$ cat config.mk
export PLATFORM = sky130hd
export DESIGN_NAME = div_err_accumulator
export DESIGN_NICKNAME = d
export VERILOG_FILES = /design/src/rtl/div_err_pkg.sv /design/src/rtl/div_err_sq_stage.sv /design/src/rtl/div_err_accumulator.sv
export SDC_FILE = /design/constraint.sdc
export NUM_CORES = 1
export LEC_CHECK = 0
export ABC_AREA = 0
export CAP_MARGIN = 20
export CORE_UTILIZATION = 40
export CTS_CLUSTER_DIAMETER = 50
export CTS_CLUSTER_SIZE = 8
export DETAILED_ROUTE_END_ITERATION = 8
export DONT_BUFFER_PORTS = 1
export PLACE_DENSITY = 0.53
export SLEW_MARGIN = 20
export SYNTH_ARGS = -nofsm -noshare
export SYNTH_HDL_FRONTEND = slang
export SYNTH_SLANG_ARGS = --single-unit
export TNS_END_PERCENT = 30
$ cat constraint.sdc
create_clock -name clk -period 5.31 [get_ports clk]
set_input_delay 0.7965 -clock clk [delete_from_list [all_inputs] [get_ports clk]]
set_output_delay 0.7965 -clock clk [all_outputs]
set_load 0.05 [all_outputs]
$ cat src/rtl/div_err_pkg.sv
// Shared types, constants and the sample qualification helper for div_err_accumulator.
package div_err_pkg;

   typedef enum logic [1:0] {
      IDLE  = 2'd0,
      ACCUM = 2'd1,
      DRAIN = 2'd2,
      DONE  = 2'd3
   } state_t;

   localparam int unsigned DRAIN_CYCLES = 2;
   localparam int unsigned DRAIN_W      = (DRAIN_CYCLES > 1) ? $clog2(DRAIN_CYCLES) : 1;
   localparam int unsigned SKIP_W       = 16;
   localparam int unsigned OPW          = 32;

   // True when the divider result is meaningful: nonzero divisor and the quotient
   // fits in qw bits, i.e. n < d * 2^qw (same as n[hi] < d).
   function automatic logic div_err_qualifies(input logic [OPW-1:0] n,
                                              input logic [OPW-1:0] d,
                                              input int unsigned    qw);
      logic [OPW-1:0] d_sh;
      d_sh = d << qw;
      return (d != '0) && (n < d_sh);
   endfunction

endpackage

$ cat src/rtl/div_err_sq_stage.sv
// Two-stage error path: |a-b| register stage, then square-accumulate with max tracking.
module div_err_sq_stage #(
   parameter int unsigned QW       = 8,
   parameter int unsigned WIN_LOG2 = 8
) (
   input  logic                         clk,
   input  logic                         rst,
   input  logic                         clear,
   input  logic                         in_valid,
   input  logic [QW-1:0]                a,
   input  logic [QW-1:0]                b,
   output logic [2*QW+WIN_LOG2-1:0]     sum,
   output logic [QW-1:0]                max_err
);

   localparam int unsigned SW = 2*QW + WIN_LOG2;

   logic [QW-1:0]   e_q;
   logic            v_q;
   logic [2*QW-1:0] sq_c;

   assign sq_c = (2*QW)'(e_q) * (2*QW)'(e_q);

   // Stage 1: absolute difference of the two operands for qualified samples.
   always_ff @(posedge clk) begin
      if (rst || clear) begin
         e_q <= '0;
         v_q <= 1'b0;
      end else begin
         v_q <= in_valid;
         if (in_valid) begin
            e_q <= (a >= b) ? (a - b) : (b - a);
         end
      end
   end

   // Stage 2: accumulate squared error and keep the running maximum.
   always_ff @(posedge clk) begin
      if (rst || clear) begin
         sum     <= '0;
         max_err <= '0;
      end else if (v_q) begin
         sum <= sum + SW'(sq_c);
         if (e_q > max_err) begin
            max_err <= e_q;
         end
      end
   end

endmodule

$ cat src/rtl/div_err_accumulator.sv
// Windowed squared-error accumulator for the approximate divider.
// Optional remainder tracking path enabled by DIV_ERR_REM_TRACK_EN.
module div_err_accumulator
   import div_err_pkg::*;
#(
   parameter int unsigned WIN_LOG2 = 8,
   parameter int unsigned QW       = 8,
   parameter int unsigned NW       = 16
) (
   input  logic                 clk,
   input  logic                 rst,
   input  logic                 start,
   input  logic                 in_valid,
   output logic                 in_ready,
   input  logic [NW-1:0]        in_n,
   input  logic [QW-1:0]        in_d,
   input  logic [QW-1:0]        in_q_apx,
   input  logic [QW-1:0]        in_q_ext,
   output logic                 busy,
   output logic                 out_valid,
   input  logic                 out_ready,
   output logic [2*QW-1:0]      out_mse,
   output logic [QW-1:0]        out_max_err,
   output logic [SKIP_W-1:0]    out_skip
`ifdef DIV_ERR_REM_TRACK_EN
   ,
   input  logic [QW-1:0]        in_r_apx,
   input  logic [QW-1:0]        in_r_ext,
   output logic [2*QW-1:0]      out_rem_mse
`endif
);

   localparam int unsigned SW = 2*QW + WIN_LOG2;

   state_t               state;
   state_t               state_next;
   logic                 clear_c;
   logic                 accept_c;
   logic                 qual_c;
   logic                 acc_qual_c;
   logic                 last_c;
   logic [WIN_LOG2-1:0]  qual_cnt;
   logic [DRAIN_W-1:0]   drain_cnt;
   logic [SKIP_W-1:0]    skip_cnt;
   logic [SW-1:0]        q_sum;
   logic [QW-1:0]        q_max;

   assign accept_c   = in_valid & in_ready;
   assign qual_c     = div_err_qualifies(OPW'(in_n), OPW'(in_d), QW);
   assign acc_qual_c = accept_c & qual_c;
   assign last_c     = &qual_cnt;

   // State register.
   always_ff @(posedge clk) begin
      if (rst) begin
         state <= IDLE;
      end else begin
         state <= state_next;
      end
   end

   // Next-state logic and accumulator clear strobe.
   always_comb begin
      state_next = state;
      clear_c    = 1'b0;
      unique case (state)
         IDLE: begin
            if (start) begin
               clear_c    = 1'b1;
               state_next = ACCUM;
            end
         end
         ACCUM: begin
            if (acc_qual_c && last_c) begin
               state_next = DRAIN;
            end
         end
         DRAIN: begin
            if (drain_cnt == DRAIN_W'(DRAIN_CYCLES - 1)) begin
               state_next = DONE;
            end
         end
         DONE: begin
            if (out_ready) begin
               if (start) begin
                  clear_c    = 1'b1;
                  state_next = ACCUM;
               end else begin
                  state_next = IDLE;
               end
            end
         end
         default: state_next = IDLE;
      endcase
   end

   // Window, drain and skip counters.
   always_ff @(posedge clk) begin
      if (rst || clear_c) begin
         qual_cnt  <= '0;
         drain_cnt <= '0;
         skip_cnt  <= '0;
      end else begin
         if (acc_qual_c) begin
            qual_cnt <= qual_cnt + WIN_LOG2'(1);
         end
         if (accept_c && !qual_c && (skip_cnt != '1)) begin
            skip_cnt <= skip_cnt + SKIP_W'(1);
         end
         if (state == DRAIN) begin
            drain_cnt <= drain_cnt + DRAIN_W'(1);
         end else begin
            drain_cnt <= '0;
         end
      end
   end

   // Registered handshake/status outputs; results captured on entry to DONE.
   always_ff @(posedge clk) begin
      if (rst) begin
         in_ready    <= 1'b0;
         busy        <= 1'b0;
         out_valid   <= 1'b0;
         out_mse     <= '0;
         out_max_err <= '0;
         out_skip    <= '0;
      end else begin
         in_ready  <= (state_next == ACCUM);
         busy      <= (state_next == ACCUM) || (state_next == DRAIN);
         out_valid <= (state_next == DONE);
         if ((state == DRAIN) && (state_next == DONE)) begin
            out_mse     <= q_sum[SW-1:WIN_LOG2];
            out_max_err <= q_max;
            out_skip    <= skip_cnt;
         end
      end
   end

   div_err_sq_stage #(
      .QW       (QW),
      .WIN_LOG2 (WIN_LOG2)
   ) u_q_stage (
      .clk      (clk),
      .rst      (rst),
      .clear    (clear_c),
      .in_valid (acc_qual_c),
      .a        (in_q_apx),
      .b        (in_q_ext),
      .sum      (q_sum),
      .max_err  (q_max)
   );

`ifdef DIV_ERR_REM_TRACK_EN
   logic [SW-1:0] r_sum;
   logic [QW-1:0] r_max;

   div_err_sq_stage #(
      .QW       (QW),
      .WIN_LOG2 (WIN_LOG2)
   ) u_r_stage (
      .clk      (clk),
      .rst      (rst),
      .clear    (clear_c),
      .in_valid (acc_qual_c),
      .a        (in_r_apx),
      .b        (in_r_ext),
      .sum      (r_sum),
      .max_err  (r_max)
   );

   // Remainder MSE captured alongside the quotient results.
   always_ff @(posedge clk) begin
      if (rst) begin
         out_rem_mse <= '0;
      end else if ((state == DRAIN) && (state_next == DONE)) begin
         out_rem_mse <= r_sum[SW-1:WIN_LOG2];
      end
   end
`endif

endmodule

==> Word level (Yosys, flattened, before mapping) <==
Index checks and enable logic that the tools add are counted.
{ "word_totals": {"output_inout_bits": 43, "wordCells": 57, "register_bits": 111} }
{ "classes": {"magnitude_cmp": 3, "muxes": 10, "bitwise": 3, "n_addsub": 6, "n_eq_ne": 7, "n_mul": 1, "reduce_logical": 13} }
{ "ops": {"columns": ["cell", "count"], "rows": [
  ["adder 24 x 16 -> 24 bit", 1],
  ["adder 16 x 1 -> 16 bit (second input constant)", 1],
  ["less-than comparator 16 bit", 1],
  ["multiplier 8 x 8 -> 16 bit", 1],
  ["inequality test 16 bit (second input constant)", 1],
  ["subtractor 8 bit", 2],
  ["adder 8 x 1 -> 8 bit (second input constant)", 1],
  ["equality test 2 bit (second input constant)", 4],
  [">= comparator 8 bit", 1],
  ["greater-than comparator 8 bit", 1],
  ["2-to-1 mux 2 bit", 4],
  ["2-to-1 mux 8 bit", 1],
  ["case mux 2 bit (4 select lines)", 1],
  ["AND reduction 8 bit", 1],
  ["nonzero test 8 bit", 1],
  ["logical AND 1 bit", 5],
  ["equality test 2 x 1 -> 1 bit (second input constant)", 2],
  ["2-to-1 mux 1 bit", 3],
  ["AND 1 bit", 2],
  ["zero test 2 bit", 1],
  ["logical OR 1 bit", 2],
  ["case mux 1 bit (2 select lines)", 1],
  ["AND reduction 2 bit", 1],
  ["OR reduction 2 bit", 1],
  ["other kinds (3)", 3]
]} }

==> Depth between registers and ports, before layout <==
Gate-level depths: netlist of the first run.
{ "depth": {"depth_word": 8, "ltp_mapped": 19, "depth_no_buf": 18} }

==> Cells and area by module <==
A second synthesis of the first run with hierarchy kept.
{ "unflattened": {"hier_cells": 977, "area_unflattened_um2": 8087.8} }
{ "modules_own_cells": {"columns": ["mod", "cells_per_inst", "n_inst", "area_each_um2", "seq_area_each_um2"], "rows": [
  ["div_err_sq_stage", 579, 1, 4860.9, 820.8],
  ["div_err_accumulator", 398, 1, 3226.8, 1401.3]
]} }

==> Worst setup path before layout of the first run <==
OpenSTA, ideal clock, no wires.
{ "synth_path": {"kind": "flip-flop to flip-flop", "from": "register u_q_stage.e_q[2]", "to": "register u_q_stage.sum[22]", "stages_incl_launch_ff": 17, "path_buffers": 1, "arrival_ps": 4561, "path_slack_ps": 678, "synth_period_minus_slack_ps": 4632, "t_required_ps": 5239, "path_cell_list": "dfxtp_1 clkbuf_1 and2_1 fa_1 fa_1 fa_1 inv_1 fa_1 inv_1 ha_1 nand3_1 o221ai_2 nor2_1 a211oi_2 nor2_1 or4_1 a21oi_1"} }
{ "synth_via": {"elab_chain_len": 2} }
{ "synth_rtl": {"columns": ["element", "line", "text"], "rows": [
  ["from (decl)", "div_err_sq_stage.sv:18", "logic [QW-1:0] e_q;"],
  ["from (signal assigned)", "div_err_sq_stage.sv:32", "e_q <= (a >= b) ? (a - b) : (b - a);"],
  ["multiplier 8 x 8 -> 16 bit", "div_err_sq_stage.sv:22", "assign sq_c = (2*QW)'(e_q) * (2*QW)'(e_q);"],
  ["adder 24 x 16 -> 24 bit", "div_err_sq_stage.sv:43", "sum <= sum + SW'(sq_c);"],
  ["to (signal assigned)", "div_err_sq_stage.sv:43", null],
  ["to (decl)", "div_err_sq_stage.sv:12", "output logic [2*QW+WIN_LOG2-1:0] sum,"]
]} }
No other way between the ends.
A chain may end at the register's enable or synchronous reset.

==> Worst setup path in the final report of the first run <==
{ "layout_path": {"from": "register u_q_stage.e_q[5]", "to": "register u_q_stage.sum[22]"} }
Same word-level chain as after synthesis.

==> summary.md, run 1 <==
| Metric | Value |
|---|---|
| Fin worst setup slack | `0.446 ns` |
| Hold Crit Class | `reg -> reg` |
| DP Area | `0.00800 mm^2` |
| Via density per instance | `4.90` |
| Initial antenna violation count | `0` |
| Post-layout instance area | `0.00831 mm^2` |
| Via count | `5764` |
| Top delay family on crit path | `adder cells` |
| Sw Pwr | `0.000692 W` |
| Synth Flop Type | `dfxtp_1` |
| Mapped Avg Cell Area | `8.37 um^2` |
| Setup TNS | `0 ns` |
| Tot GR Track Use | `17.0%` |
| Gate power share | `21.8%` |
| DIE WIDTH | `141 um` |
| Clk sinks | `111` |
| Top Ports | `88` |
| Post-CTS Setup Repair Bufs | `0` |
| Reg2Reg Setup Slack | `0.45 ns` |
| Buf/Inv on CP | `3` |
| Area added between synthesis and finish | `7.54%` |
| RSZ-0062 raised after global routing | `false` |
| Crit end category | `register` |
| Cell Pwr Density | `248 mW/mm^2` |
| Top cells by area, synth | `dfxtp_1, ha_1, fa_1, inv_1, nand2_1` |
| Core region area | `0.0188 mm^2` |
| Max frequency | `206 MHz` |
| Yosys warns | `0` |
| CP peak stage delay | `0.54 ns` |
| Post-Synthesis Cells | `924` |
| Yosys reg bits | `111` |
| Pin count of the biggest net entering global routing | `48` |
| ANT nets after route | `0` |
| Final setup viols | `0` |
| Avg WL per Cell | `13.4 um` |
| Seq/Total Area, Yosys | `28.7%` |
| H-Tree Depth | `3` |
| CP max FO | `7` |
| Final Instance Count excl. Fillers | `1177` |
| Required time worst endpoint | `5.60 ns` |
| Total CTS buffers | `9` |
| Clock network fraction of design power | `33.8%` |
| Skew final | `0.0118 ns` |
| Switch share | `33.6%` |
| Post-Syn Area | `0.00773 mm^2` |
| Share of the synthesized area in the top cell type | `28.7%` |
| First-pass GRT wire length | `27000 um` |
| Arrival time at the worst endpoint | `5.15 ns` |
| FF-to-FF Start | `u_q_stage.e_q[5]` |
| Drt pass-1 iters | `4` |
| Relative slew margins | `33.7%` |
| Buffers on Ports | `0` |
| Pre-CTS setup slack | `0.378 ns` |
| Die area | `0.0199 mm^2` |
| VDD IR max | `0.000186 V` |
| Max-Cap Viols | `0` |
| Initial DRC count | `207` |
| Final nets | `1078` |
| Detail Placement HPWL | `12100 um` |
| Clock transition at path regs | `0.08 ns` |
| Post-synthesis cell type count | `59` |
| Hold_sp | `drain_cnt` |
| Rows | `50` |
| Transition time at the pin with the least slew margin | `0.992 ns` |
| Ys async rst share | `0%` |
| Diodes inserted | `0` |
| Fin. max-slew vios | `0` |
| Die height | `141 um` |
| Initial Util | `41.0%` |
| Flop pwr share | `44.4%` |
| Outcome | `finished clean` |
| Reg2reg end | `u_q_stage.sum[22]` |
| Crit-path cells | `inv_1 > nor2_1 > ha_1 > xnor2_1 > fa_1 > fa_1 > inv_1 > fa_1 > inv_1 > ha_1 > nand2_1 > nor2_1 > o211ai_1 > a211oi_2 > nor2_1 > or4_1 > a21oi_1` |
| Number of global-route vias before repair | `5522` |
| Number of remaining DRC errors | `0` |
| EDFF count, synth | `0` |
| WS Path Type | `reg -> reg` |
| Tmin final | `4.86 ns` |
| Layout cell share with drive strength beyond 1 | `4.91%` |
| Total wire length | `15800 um` |
| CTS Root Cell | `clkbuf_16` |
| Power Total | `0.00206 W` |
| Final period utilization | `91.6%` |
| Post-placement cell count | `1161` |
| Leakage power | `3.62 nW` |
| Clock insertion delay at the later pin of the skew report | `0.37 ns` |
| Hold EP | `drain_cnt` |
| GPL Wtd Cong | `0.797` |
| Startpoint types | `register` |
| Min-Delay Path Depth | `1` |
| Reg2Reg Depth | `17` |
| Internal power | `0.00137 W` |
| Count of final hold-check violations | `0` |
| CTS tree | `yes` |
| Post-Syn Nets | `1090` |
| Deepest clock path buffer count | `2` |
| Slowest cell on the critical path | `fa_1` |
| Remaining global-route overflow | `0` |
| Post-synth top area cell | `dfxtp_1` |
-- state kept, by name (all words and copies together), names as in the netlist, 2 cells and up --
| register | cells |
|---|---|
| u_q_stage.sum | 24 |
| state | 2 |
| qual_cnt | 8 |
| out_skip | 16 |
| u_q_stage.e_q | 8 |
| out_mse | 16 |
| u_q_stage.max_err | 8 |
| out_max_err | 8 |
| skip_cnt | 16 |
-- cell type report --
cell class,instances,area [um^2]
Clock buffer,10,239
Clock inverter,6,68.8
Fill cell,1930,10500
Inverter,126,473
Multi-Input combinational cell,650,4880
Sequential cell,111,2220
Tap cell,260,325
Timing Repair Buffer,14,105
-- layout by cell type (no fill, tap or decap), types with 2 or more instances in the layout --
master / instances
a211oi_1: 9
a211oi_2: 3
a21o_1: 8
a21oi_1: 72
a21oi_2: 2
a311oi_1: 2
a31oi_1: 3
and2_1: 20
and3_1: 7
and4_1: 4
buf_4: 14
clkbuf_16: 9
clkinv_8: 2
dfxtp_1: 110
fa_1: 39
ha_1: 82
inv_1: 126
inv_6: 2
mux2i_1: 26
nand2_1: 115
nand2b_1: 2
nand3_1: 17
nand4_1: 14
nor2_1: 71
nor2b_1: 15
nor3_1: 10
nor3b_1: 3
nor4_1: 2
o211ai_1: 5
o21a_1: 7
o21ai_0: 16
o21ai_1: 14
o21bai_1: 3
o31a_1: 2
o31ai_1: 4
or2_2: 2
or3_1: 5
or4_1: 4
xnor2_1: 16
xor2_1: 28
-- what timing repair did --
action                                  in CTS  in global routing
endpoints found under the setup margin       0                  1
gates resized for setup                      0                  1
hold buffers                                 0                  0
-- cells by family (layout without fill, tap and decap cells) --
group,Yosys count,after routing,synth area share [%]
AO/OA/AOI/OAI,161,161,13.1
XOR/XNOR,44,44,4.99
buffers and inverters,163,156,8.14
adder cells (fa/ha/maj),121,121,23.4
flip-flops,111,111,28.7
AND/OR/NAND/NOR,297,297,18.0
multiplexers,27,27,3.56
-- cells in the mapped netlist (all sizes together) (3+ instances only) --
library cell / n
o31ai: 4
nand4: 15
a21o: 8
and4: 4
a311oi: 3
or4: 4
mux2i: 26
xor2: 28
nor3b: 3
a21oi: 74
o21bai: 3
o21a: 7
buf: 10
nor3: 10
and2: 20
clkbuf: 27
ha: 82
o211ai: 5
nor2b: 15
inv: 126
nor2: 71
nand3: 17
or3: 5
dfxtp: 111
a211oi: 12
a31oi: 3
fa: 39
xnor2: 16
nand2: 115
and3: 8
o21ai: 30
-- metal layers --
| metal | global-route usage (%) | part of all wire (%) | up-vias |
|---|---|---|---|
| met5 | 0 | 0 | - |
| li1 | - | - | 3020 |
| met1 | 23.0 | 50 | 2657 |
| met2 | 27.6 | 45 | 80 |
| met4 | 3.95 | 0.74 | 0 |
| met3 | 3.60 | 4.3 | 7 |
-- metrics by stage --
| stage | hold slack [ns] | util [%] |
|---|---|---|
| global placement | 0.417 | 42.5 |
| detailed placement | 0.422 | 42.5 |
| CTS | 0.434 | 44.1 |
| floorplan | 0.400 | - |
| global route | 0.462 | 44.1 |
| finish | 0.433 | 44.1 |
-- how the worst max path moves through the flow --
stage,startpoint,to,cells after the start
final,u_q_stage.e_q[5],u_q_stage.sum[22],17
after global routing,u_q_stage.e_q[5],u_q_stage.sum[22],17
after CTS,u_q_stage.e_q[3],u_q_stage.sum[22],17
after detailed placement,u_q_stage.e_q[3],u_q_stage.sum[22],17
after global placement,u_q_stage.e_q[3],u_q_stage.sum[22],17
after floorplan,u_q_stage.e_q[2],u_q_stage.sum[22],16
-- power by group through the flow --
stage | Combinational [W] | Sequential, W | Clock, W
finish | 0.000448 | 0.000915 | 0.000697
detailed placement | 0.000451 | 0.000936 | 0
global placement | 0.000453 | 0.000935 | 0
floorplan | 0.000351 | 0.000926 | 0
CTS | 0.000456 | 0.000916 | 0.000725
global route | 0.000512 | 0.000921 | 0.000753
Power figures use the tool's default switching activity.
==> inputs of run 2 (changes only) <==
--- a/config.mk
+++ b/config.mk
@@ -7,12 +7,12 @@
 export LEC_CHECK = 0
 export ABC_AREA = 0
 export CAP_MARGIN = 20
-export CORE_UTILIZATION = 40
+export CORE_UTILIZATION = 34
 export CTS_CLUSTER_DIAMETER = 50
 export CTS_CLUSTER_SIZE = 8
 export DETAILED_ROUTE_END_ITERATION = 8
 export DONT_BUFFER_PORTS = 1
-export PLACE_DENSITY = 0.53
+export PLACE_DENSITY = 0.55
 export SLEW_MARGIN = 20
 export SYNTH_ARGS = -nofsm -noshare
 export SYNTH_HDL_FRONTEND = slang
==> run 2 against run 1 <==
Non-clock buffer count decreased by 2; worst setup slack got worse by 0.070 ns; worst hold slack got worse by 0.0063 ns; first-iteration DRC count up 18%; critical path depth stayed put; final cell count is 1.5% higher; clock skew rose by 0.00057 ns; clock-buffer cell count unchanged; the run now ends with DRC left; sequential share of layout area decreased by 0.056 points; register-to-register slack worse by 0.07 ns; combinational power decreased by 1%; utilization shrank 6.3 points.
==> summary.md, run 2 (synthesis gave the netlist of run 1 again) <==
| Metric | Value |
|---|---|
| Crit-path cells | `inv_1 > nor2_1 > ha_1 > xnor2_1 > fa_1 > fa_1 > inv_1 > fa_1 > inv_1 > ha_1 > nand2_1 > nor2_1 > o211ai_1 > a211oi_2 > nor2_1 > or4_1 > a21oi_1 (unchanged)` |
| Transition time at the pin with the least slew margin | `1.04 ns (was 0.992 ns)` |
| Avg WL per Cell | `13.8 um (was 13.4 um)` |
| Via count | `5837 (was 5764)` |
| H-Tree Depth | `3 (unchanged)` |
| Total CTS buffers | `9 (unchanged)` |
| Clk sinks | `111 (unchanged)` |
| CTS tree | `yes (unchanged)` |
| CP max FO | `7 (unchanged)` |
| Final nets | `1076 (was 1078)` |
| Top Ports | `88 (unchanged)` |
| Rows | `54 (was 50)` |
| Hold slack | `0.427 ns (was 0.433 ns)` |
| Detail Placement HPWL | `12500 um (was 12100 um)` |
| Multi-input logic area | `0.00488 mm^2 (unchanged)` |
| Via density per instance | `4.88 (was 4.90)` |
| Hold Crit Class | `reg -> reg (unchanged)` |
| Core region area | `0.0220 mm^2 (was 0.0188 mm^2)` |
| Diodes inserted | `0 (unchanged)` |
| First-pass GRT wire length | `28500 um (was 27000 um)` |
| Fin. max-slew vios | `0 (unchanged)` |
| Setup TNS | `0 ns (unchanged)` |
| Fin worst setup slack | `0.376 ns (was 0.446 ns)` |
| Stages on worst setup path | `17 (unchanged)` |
| Startpoint types | `register (unchanged)` |
| FF+latch area | `0.00222 mm^2 (unchanged)` |
| Skew final | `0.0124 ns (was 0.0118 ns)` |
| Number of global-route vias before repair | `5854 (was 5522)` |
| Commonest non-fill, non-tap cells in the layout | `inv_1, nand2_1, dfxtp_1 (unchanged)` |
| Clock insertion delay at the later pin of the skew report | `0.37 ns (about the same)` |
| Initial antenna violation count | `0 (unchanged)` |
| Clock transition at path regs | `0.08 ns (about the same)` |
| Die height | `153 um (was 141 um)` |
| Deepest clock path buffer count | `2 (unchanged)` |
| Layout cell share with drive strength beyond 1 | `4.59% (was 4.91%)` |
| Reg2Reg Depth | `17 (unchanged)` |
| Initial DRC count | `244 (was 207)` |
| Cell Pwr Density | `251 mW/mm^2 (was 248 mW/mm^2)` |
| Max frequency | `203 MHz (was 206 MHz)` |
| ANT nets after route | `0 (unchanged)` |
| Slowest cell on the critical path | `fa_1 (unchanged)` |
| Top delay family on crit path | `adder cells (unchanged)` |
| Buf/Inv on CP | `3 (unchanged)` |
| Relative slew margins | `30.8% (was 33.7%)` |
| WS Path Type | `reg -> reg (unchanged)` |
| Most flop-heavy register | `u_q_stage.sum (unchanged)` |
| Post-placement cell count | `1179 (was 1161)` |
| Commonest non-fill, non-tap cell in the layout | `inv_1 (unchanged)` |
| Remaining global-route overflow | `0 (unchanged)` |
| CTS Root Cell | `clkbuf_16 (unchanged)` |
| VDD IR max | `0.000211 V (was 0.000186 V)` |
| Max reg flops | `24 (unchanged)` |
| Max-Cap Viols | `0 (unchanged)` |
| CP peak stage delay | `0.54 ns (about the same)` |
| Hold-fix buffers at CTS | `0 (unchanged)` |
| Final setup viols | `0 (unchanged)` |
| Buffers on Ports | `0 (unchanged)` |
| Number of remaining DRC errors | `1 (was 0)` |
| Fill cells | `2277 (was 1930)` |
| CTS resizes | `0 (unchanged)` |
| Pre-CTS setup slack | `0.291 ns (was 0.378 ns)` |
| Tmin final | `4.93 ns (was 4.86 ns)` |
| Tot GR Track Use | `15.0% (was 17.0%)` |
| DIE WIDTH | `153 um (was 141 um)` |
| Final Instance Count excl. Fillers | `1195 (was 1177)` |
| Count of final hold-check violations | `0 (unchanged)` |
| Crit end category | `register (unchanged)` |
| Total wire length | `16500 um (was 15800 um)` |
| Drt pass-1 iters | `6 (was 4)` |
| Failing checks | `DRC` |
| Die area | `0.0233 mm^2 (was 0.0199 mm^2)` |
| GPL Wtd Cong | `0.829 (was 0.797)` |
| Outcome | `finished with violations (was finished clean)` |
| Required time worst endpoint | `5.60 ns (about the same)` |
| RSZ-0062 raised after global routing | `false (unchanged)` |
| Area added between synthesis and finish | `7.77% (was 7.54%)` |
| Leakage power | `3.62 nW (about the same)` |
| Post-CTS Setup Repair Bufs | `0 (unchanged)` |
| Final period utilization | `92.9% (was 91.6%)` |
| Min-Delay Path Depth | `1 (unchanged)` |
| Pin count of the biggest net entering global routing | `49 (was 48)` |
| Initial Util | `35.1% (was 41.0%)` |
| Arrival time at the worst endpoint | `5.22 ns (was 5.15 ns)` |
==> run 2: cell count changes in the layout (fill, tap and decap cells not counted), sizes merged <==
| cell | before | now |
|---|---|---|
| buf | 14 | 12 |
| bufinv | 0 | 1 |
| clkinv | 2 | 1 |
| clkinvlp | 1 | 0 |
| inv | 129 | 130 |
==> run 2: cell type report <==
type,count,area share (%)
sequential,111,26.7
tap,280,4.21
multi-input combinational,650,58.6
clock buffer,10,2.75
timing repair buffer,12,1.08
inverter,126,5.68
clock inverter,6,1.04
==> run 2: worst register-to-register path, stage by stage, from the launching register on <==
cell	delay, ns
dfxtp_1	0.47
inv_1	0.14
nor2_1	0.17
ha_1	0.28
xnor2_1	0.21
fa_1	0.48
fa_1	0.54
inv_1	0.05
fa_1	0.53
inv_1	0.04
ha_1	0.35
nand2_1	0.10
nor2_1	0.17
o211ai_1	0.20
a211oi_2	0.32
nor2_1	0.14
or4_1	0.52
a21oi_1	0.14
==> run 2: metal layers <==
layer,global-route usage (%),wire [um],up-vias
li1,-,-,3026
met1,18.9,7690,2717
met2,25.5,7750,81
met3,3.33,846,13
met4,4.81,230,0
met5,0,0,-
==> run 2: where the power goes <==
part           leakage [nW]  total (W)  internal [W]  switching, W
Sequential            0.896   0.000916      0.000859     0.0000572
Combinational          2.57   0.000442      0.000161      0.000281
Clock                 0.154   0.000736      0.000381      0.000355
==> run 2: path summary, 6_finish.rpt <==
path,startpoint,end,slack (ns)
setup / recovery,u_q_stage.e_q[5],u_q_stage.sum[22],0.38
hold / removal,drain_cnt,drain_cnt,0.43
setup reg to reg,u_q_stage.e_q[5],u_q_stage.sum[22],0.38
hold reg to reg,drain_cnt,drain_cnt,0.43
==> run 2: stage by stage <==
stage	utilization (%)	power [W]	cell area (um^2)
2_1_floorplan	-	0.00128	7730
3_3_place_gp	36.4	0.00138	8010
5_1_grt	37.8	0.00222	8330
6_report	37.8	0.00209	8330
3_5_place_dp	36.4	0.00138	8010
4_1_cts	37.8	0.00213	8330
